--- src/rtl/ps2_line_editor.sv ---
// PS/2 line editor: a live edit line built from ASCII keystrokes, with Enter
// committing the line into a first-word-fall-through queue drained by valid/ready.

module ps2_line_slot #(
  parameter int CHAR_W = 8
) (
  input  logic              clock,
  input  logic              reset,
  input  logic              wr,
  input  logic              clr,
  input  logic [CHAR_W-1:0] d,
  output logic [CHAR_W-1:0] q
);
  always_ff @(posedge clock) begin
    if (!reset)   q <= '0;
    else if (clr) q <= '0;
    else if (wr)  q <= d;
  end
endmodule

module ps2_line_editor #(
  parameter int MAX_CHARS  = 32,
  parameter int CHAR_W     = 8,
  parameter int FIFO_DEPTH = 4
) (
  input  logic                              clock,
  input  logic                              reset,
  input  logic                              key_pressed,
  input  logic [CHAR_W-1:0]                 ascii_char,
  output logic [MAX_CHARS*CHAR_W-1:0]       edit_line,
  output logic [$clog2(MAX_CHARS+1)-1:0]    edit_len,
  output logic [MAX_CHARS*CHAR_W-1:0]       line_data,
  output logic [$clog2(MAX_CHARS+1)-1:0]    line_len,
  output logic                              line_valid,
  input  logic                              line_ready,
  output logic [$clog2(FIFO_DEPTH+1)-1:0]   fifo_count,
  output logic                              char_dropped,
  output logic                              line_dropped
);
  localparam int LEN_W = $clog2(MAX_CHARS+1);
  localparam int CNT_W = $clog2(FIFO_DEPTH+1);
  localparam int PTR_W = $clog2(FIFO_DEPTH);

  typedef struct packed {
    logic [MAX_CHARS*CHAR_W-1:0] data;
    logic [LEN_W-1:0]            len;
  } line_t;

  logic [MAX_CHARS-1:0][CHAR_W-1:0] slot_q;
  line_t                            mem [FIFO_DEPTH];
  logic [PTR_W-1:0]                 wr_ptr, rd_ptr;

  logic is_nul, is_bs, is_ent, is_chr;
  logic line_empty, line_full, q_full;
  logic do_bs, do_ent, do_chr, drop_chr, push, pop, drop_line;

  always_comb begin
    is_nul     = (ascii_char == CHAR_W'(8'h00));
    is_bs      = (ascii_char == CHAR_W'(8'h08));
    is_ent     = (ascii_char == CHAR_W'(8'h0A));
    is_chr     = !is_nul && !is_bs && !is_ent;
    line_empty = (edit_len == '0);
    line_full  = (edit_len == LEN_W'(MAX_CHARS));
    q_full     = (fifo_count == CNT_W'(FIFO_DEPTH));
    pop        = line_valid && line_ready;
    do_bs      = key_pressed && is_bs && !line_empty;
    do_ent     = key_pressed && is_ent;
    do_chr     = key_pressed && is_chr && !line_full;
    drop_chr   = key_pressed && is_chr && line_full;
    // A pop in the same cycle frees the slot the push needs, even when full.
    push       = do_ent && !line_empty && (!q_full || pop);
    drop_line  = do_ent && !line_empty && q_full && !pop;
  end

  // Slot i (char i) lives in the i-th byte from the top of edit_line.
  for (genvar i = 0; i < MAX_CHARS; i++) begin : g_slot
    ps2_line_slot #(.CHAR_W(CHAR_W)) u_slot (
      .clock (clock),
      .reset (reset),
      .wr    (do_chr && (edit_len == LEN_W'(i))),
      .clr   (do_ent || (do_bs && (edit_len == LEN_W'(i+1)))),
      .d     (ascii_char),
      .q     (slot_q[MAX_CHARS-1-i])
    );
  end

  assign edit_line  = slot_q;
  assign line_valid = (fifo_count != '0);
  assign line_data  = mem[rd_ptr].data;
  assign line_len   = mem[rd_ptr].len;

  always_ff @(posedge clock) begin
    if (!reset) begin
      edit_len     <= '0;
      fifo_count   <= '0;
      wr_ptr       <= '0;
      rd_ptr       <= '0;
      char_dropped <= 1'b0;
      line_dropped <= 1'b0;
      for (int k = 0; k < FIFO_DEPTH; k++) mem[k] <= '0;
    end else begin
      char_dropped <= drop_chr;
      line_dropped <= drop_line;
      if (do_ent)      edit_len <= '0;
      else if (do_bs)  edit_len <= edit_len - LEN_W'(1);
      else if (do_chr) edit_len <= edit_len + LEN_W'(1);
      if (push) begin
        mem[wr_ptr] <= '{data: edit_line, len: edit_len};
        wr_ptr      <= wr_ptr + PTR_W'(1);
      end
      if (pop) rd_ptr <= rd_ptr + PTR_W'(1);
      if (push && !pop)      fifo_count <= fifo_count + CNT_W'(1);
      else if (pop && !push) fifo_count <= fifo_count - CNT_W'(1);
    end
  end
endmodule

--- config.mk ---
export PLATFORM = sky130hd
export DESIGN_NAME = ps2_line_editor
export DESIGN_NICKNAME = d
export VERILOG_FILES = /design/src/rtl/ps2_line_editor.sv
export SDC_FILE = /design/constraint.sdc
export NUM_CORES = 2
export LEC_CHECK = 0
export ABC_AREA = 0
export BUFFER_PORTS_ARGS = -buffer_cell sky130_fd_sc_hd__buf_2
export CORE_MARGIN = 10
export CORE_UTILIZATION = 40
export DETAILED_ROUTE_END_ITERATION = 10
export PLACE_DENSITY = 0.68
export SLEW_MARGIN = 10
export SYNTH_ARGS = -nofsm -noshare
export SYNTH_HDL_FRONTEND = slang
export SYNTH_SLANG_ARGS = --single-unit
--- constraint.sdc ---
create_clock -name clock -period 77.2 [get_ports clock]
set_input_delay 15.44 -clock clock [delete_from_list [all_inputs] [get_ports clock]]
set_output_delay 15.44 -clock clock [all_outputs]
set_load 0.02 [all_outputs]
; Word level (Yosys, flattened, before mapping)
; Memory sizes are Yosys's and may differ from the RTL's. A register that Yosys moved wholly into a read port is not among the register bits.
; Index checks and enable logic that the tools add are counted.
[word_totals]
ram_bits = 1048
romBits = 0
elab_cells = 253
ff_bits = 271
out_inout_bits = 530
latchBits = 0
mem_count = 1
[op_classes]
n_addsub = 6
muxes = 13
shift = 0
n_div = 0
mul = 0
n_eq_ne = 35
order_cmp = 0
bitwise = 1
n_reduce_logical = 159
[mem_list]
columns = memory, words, word_bits, rd, rd_ports_with_merged_regs, write_ports, line
row1 = mem, 4, 262, 1, 1, 4, 50  ; line_t mem [FIFO_DEPTH];
[op_table]
columns = operator, n
row1 = $mux W262, 1
row2 = $reduce_or A262 Y1, 1
row3 = $eq A6 B5 Y1 const B, 16
row4 = $logic_and A1 B1 Y1, 79
row5 = $reduce_or A2 Y1, 33
row6 = $eq A6 B4 Y1 const B, 8
row7 = $logic_or A1 B1 Y1, 33
row8 = $eq A6 B3 Y1 const B, 4
row9 = $eq A8 B4 Y1 const B, 2
row10 = $eq A6 B2 Y1 const B, 2
row11 = $mux W6, 2
row12 = $logic_not A1 Y1, 8
row13 = $logic_not A8 Y1, 1
row14 = $add A6 B1 Y6 const B, 1
row15 = $eq A6 B1 Y1 const B, 1
row16 = $eq A6 B6 Y1 const B, 1
row17 = $logic_not A6 Y1, 1
row18 = $mux W2, 3
row19 = $mux W3, 2
row20 = $sub A6 B1 Y6 const B, 1
row21 = $mux W1, 5
row22 = $add A2 B1 Y2 const B, 2
row23 = $reduce_bool A2 Y1, 2
row24 = $add A3 B1 Y3 const B, 1
row25 = other kinds (4), 4

; Depth between registers and ports, before layout
[depth]
word_depth = 9
ltp_mapped = 13

; Modules after synthesis
; A second synthesis with hierarchy kept.
[unflattened]
hier_cells = 3641
area_unflattened_um2 = 55568.3
[modules_own_cells]
columns = mod, seq_area_each_um2, instances, area_each_um2, cells_each
row1 = ps2_line_editor, 31810.5, 1, 46199.3, 2777
row2 = ps2_line_slot, 160.2, 32, 292.8, 27

; Least setup slack after synthesis
; OpenSTA, ideal clock, no wires.
[synth_timing]
kind = input-to-reg
startpoint = in ascii_char[6]
endpoint = mem mem[1][0] (netlist bit) (enable)
path_buffers = 2
setup_ns = 1.248
slack_ns = 40.513
t_arrival_ns = 35.439
t_required_ns = 75.952
stages = 6
path_cell_list = buf_2 > or4_4 > buf_6 > or4_4 > or3_4 > o21ai_0
[synth_rtl]
columns = element, line
row1 = "start, declared", 29  ; input logic [CHAR_W-1:0] ascii_char,
row2 = "end, declared", 50

==> flow_summary.ini <==
[sta]
worst_pin_slew_ns = 1.16
tns_ns = 0
fmax_mhz = 49.8
hold_slack_ns = 0.494
clock_skew_ns = 0.0346
fin_crit_ns = 20.09
finalCritPeriodShare_pct = 26.0
max_slew_margin_pct = 22.7
grt_setup_unrepaired = false
maxSlewViolCount = 0
setup_ws_ns = 57.11
setup_viol = 0
hold_viol_final = 0

[global_route]
grt_max_degree = 114
grt_pass1_vias = 35200
antenna_found_initial = 5
grt.total_usage_pct = 21.0
overflow = 0
grt_pass1_wl_um = 240000

[place]
gp_congestion = 0.787
pre_cts_ws_ns = 56.31
hpwl_um = 101000
dp_cells = 6242
port_buffers = 541

[power_and_ir_drop]
swShare_pct = 26.9
p_seq_share_pct = 45.7
p_clk_share_pct = 38.1
power.leakage_nw = 25.2
p_per_area_nw_per_um2 = 27.5
ir_drop_v = 0.0000278
combPwrFrac_pct = 16.2
p_switching_mw = 0.471
intPower_mw = 1.28

[detailed_routing]
drc = 0
dr.pass1.iters = 6
dr.max_layer_used = met5
wl_met3_um = 15000
route.met2.wl_um = 78000
via_per_inst = 5.50
dr_total_vias = 35700
wl_met1_um = 64500
drtIter0Drc = 3783
routed_wl_um = 164000
antenna_left = 0
drt-wirelength-per-cell_um = 25.2

[floorplan]
core_um2 = 136000
start_util_pct = 40.4
die_area_um2 = 153000
die_x_um = 391
rows = 135
die_h_um = 391
io_pins = 542

[critical_path]
crit_path_top_delay_cell = buf_4
crit_fanout = 92
critPathMostFrequentCell = buf_4
crit_path_start_kind = input pin
max_stage_delay_ns = 0.87
worstSetupPathType = in2reg
cp.arrival_ns = 20.69
worst-path-buf-inv = 6
cp_cell_sequence = buf_2 > buf_4 > nor4_2 > nand2_1 > nor4_4 > buf_4 > buf_4 > buf_4 > buf_4 > nand2_1 > nor2_1
end_kind = flip-flop
cp_top_family = buffers and inverters
worst_ep_required_time_ns = 77.81

[logic_synthesis]
synth_edf_count = 1048
synthesis.nets = 4183
yosys-top-cells-count = edfxtp_1 (1048), nor2_1 (568), nand2_1 (565), dfxtp_1 (273), inv_1 (268)
synthArstFlopShare_pct = 0
synth_most_common_cell = edfxtp_1
syn_area_um2 = 54900
ys_warn_count = 0
netlist_top_cells_area = edfxtp_1 (57%), mux4_2 (11%), dfxtp_1 (10%), nor2_1 (3.9%), nand2_1 (3.9%)
syn_inst = 4164
yosysTopAreaCellShare_pct = 57.3
synth_cell_types = 57
synthFlopType = edfxtp_1
seq_area_frac_synth_pct = 67.2
postSynthAreaPerCell_um2 = 13.2
synth_seq_cells = 1321
synth_area_leader_cell = edfxtp_1

[status]
status = finished, final reports clean

[clock_network]
cts_sinks = 1321
postCtsHoldBufs = 0
clock_path_buffers = 3
cts-htree-levels = 4
postCtsSetupBuffers = 0
clk_pin_slew_ns = 0.06
cts_buffers = 140
clock_latency_ns = 0.79
cts_tree = done
cts.repair.resized = 0
cts-root-buf = clkbuf_16

[worst_hold_path]
hp-class = reg2reg

[flow_run]
drv_cap = 0

[finish]
final_layout_size_suffix_gt1_share_pct = 25.1
nNetsFinal = 4622
areaGrowthSynthToFinish_pct = 16.1
final_cells = 6502
n_fill_cell = 11900
## final timing paths
check,from,end,slack (ns),cells past startpoint
setup / recovery,ascii_char[6],mem[1][179],57.11,11
hold / removal,g_slot[19].u_slot.q[2],g_slot[19].u_slot.q[2],0.49,2
setup reg to reg,edit_len[0],mem[1][179],71.32,11
hold reg to reg,g_slot[19].u_slot.q[2],g_slot[19].u_slot.q[2],0.49,2
## power groups by stage
stage               Sequential, mW  Clock [mW]  Combinational, mW
floorplan                    0.821           0              0.195
global placement             0.814           0              0.290
detailed placement           0.816           0              0.290
CTS                          0.801       0.678              0.291
global route                 0.803       0.707              0.300
finish                       0.800       0.668              0.284
## routing by layer
layer | track usage, % | vias to the layer above
li1 | - | 15800
met1 | 27.9 | 18000
met2 | 33.5 | 1690
met3 | 4.61 | 278
met4 | 8.47 | 4
met5 | 0 | -
## flip-flops by register name, summed over array words and instances, names as in the netlist, named ones only
signal,flops
fifo_count,3
mem,1048
g_slot.u_slot.q,256
line_dropped,1
wr_ptr,2
edit_len,6
rd_ptr,2
char_dropped,1
## placed cells by master (no fill, tap or decap), types with 21 or more instances in the layout
master / instances
edfxtp_1: 1048
nor2_1: 567
nand2_1: 563
buf_2: 539
dfxtp_1: 271
inv_1: 268
mux4_2: 262
and3_1: 262
o21ai_0: 217
a21oi_1: 205
clkbuf_16: 145
buf_4: 63
a21oi_2: 48
clkbuf_1: 42
o21ai_4: 32
clkinv_2: 21
## layout make-up
cell class | instances | area (µm²) | share of cell area, %
sequential | 1321 | 36900 | 57.9
multi-input combinational | 2268 | 15800 | 24.8
clock buffer | 197 | 3920 | 6.15
timing repair buffer | 604 | 3210 | 5.04
tap | 1781 | 2230 | 3.50
inverter | 268 | 1010 | 1.58
clock inverter | 62 | 637 | 0.999
antenna | 1 | 2.50 | 0.00393
## tightest hold or removal path, stage by stage, from the launching register on
cell,delay (ns)
dfxtp_1,0.32
nand2_1,0.08
a21oi_2,0.05
## through the flow
stage / utilization [%] / power [mW] / area, µm²
5_1_grt: 46.9 / 1.81 / 63700
3_5_place_dp: 43.5 / 1.11 / 59200
4_1_cts: 46.9 / 1.77 / 63700
2_1_floorplan: - / 1.02 / 54900
6_report: 46.9 / 1.75 / 63800
3_3_place_gp: 43.5 / 1.10 / 59200
## cell families after synthesis
| family | after synthesis | share of synthesized area (%) |
|---|---|---|
| mux | 271 | 10.9 |
| xor+xnor | 6 | 0.0957 |
| fa+ha+maj | 7 | 0.173 |
| compound gates | 520 | 5.85 |
| buf+inv | 575 | 4.13 |
| flops | 1321 | 67.2 |
| simple gates | 1464 | 11.6 |
(Power assumes the default switching activity.)
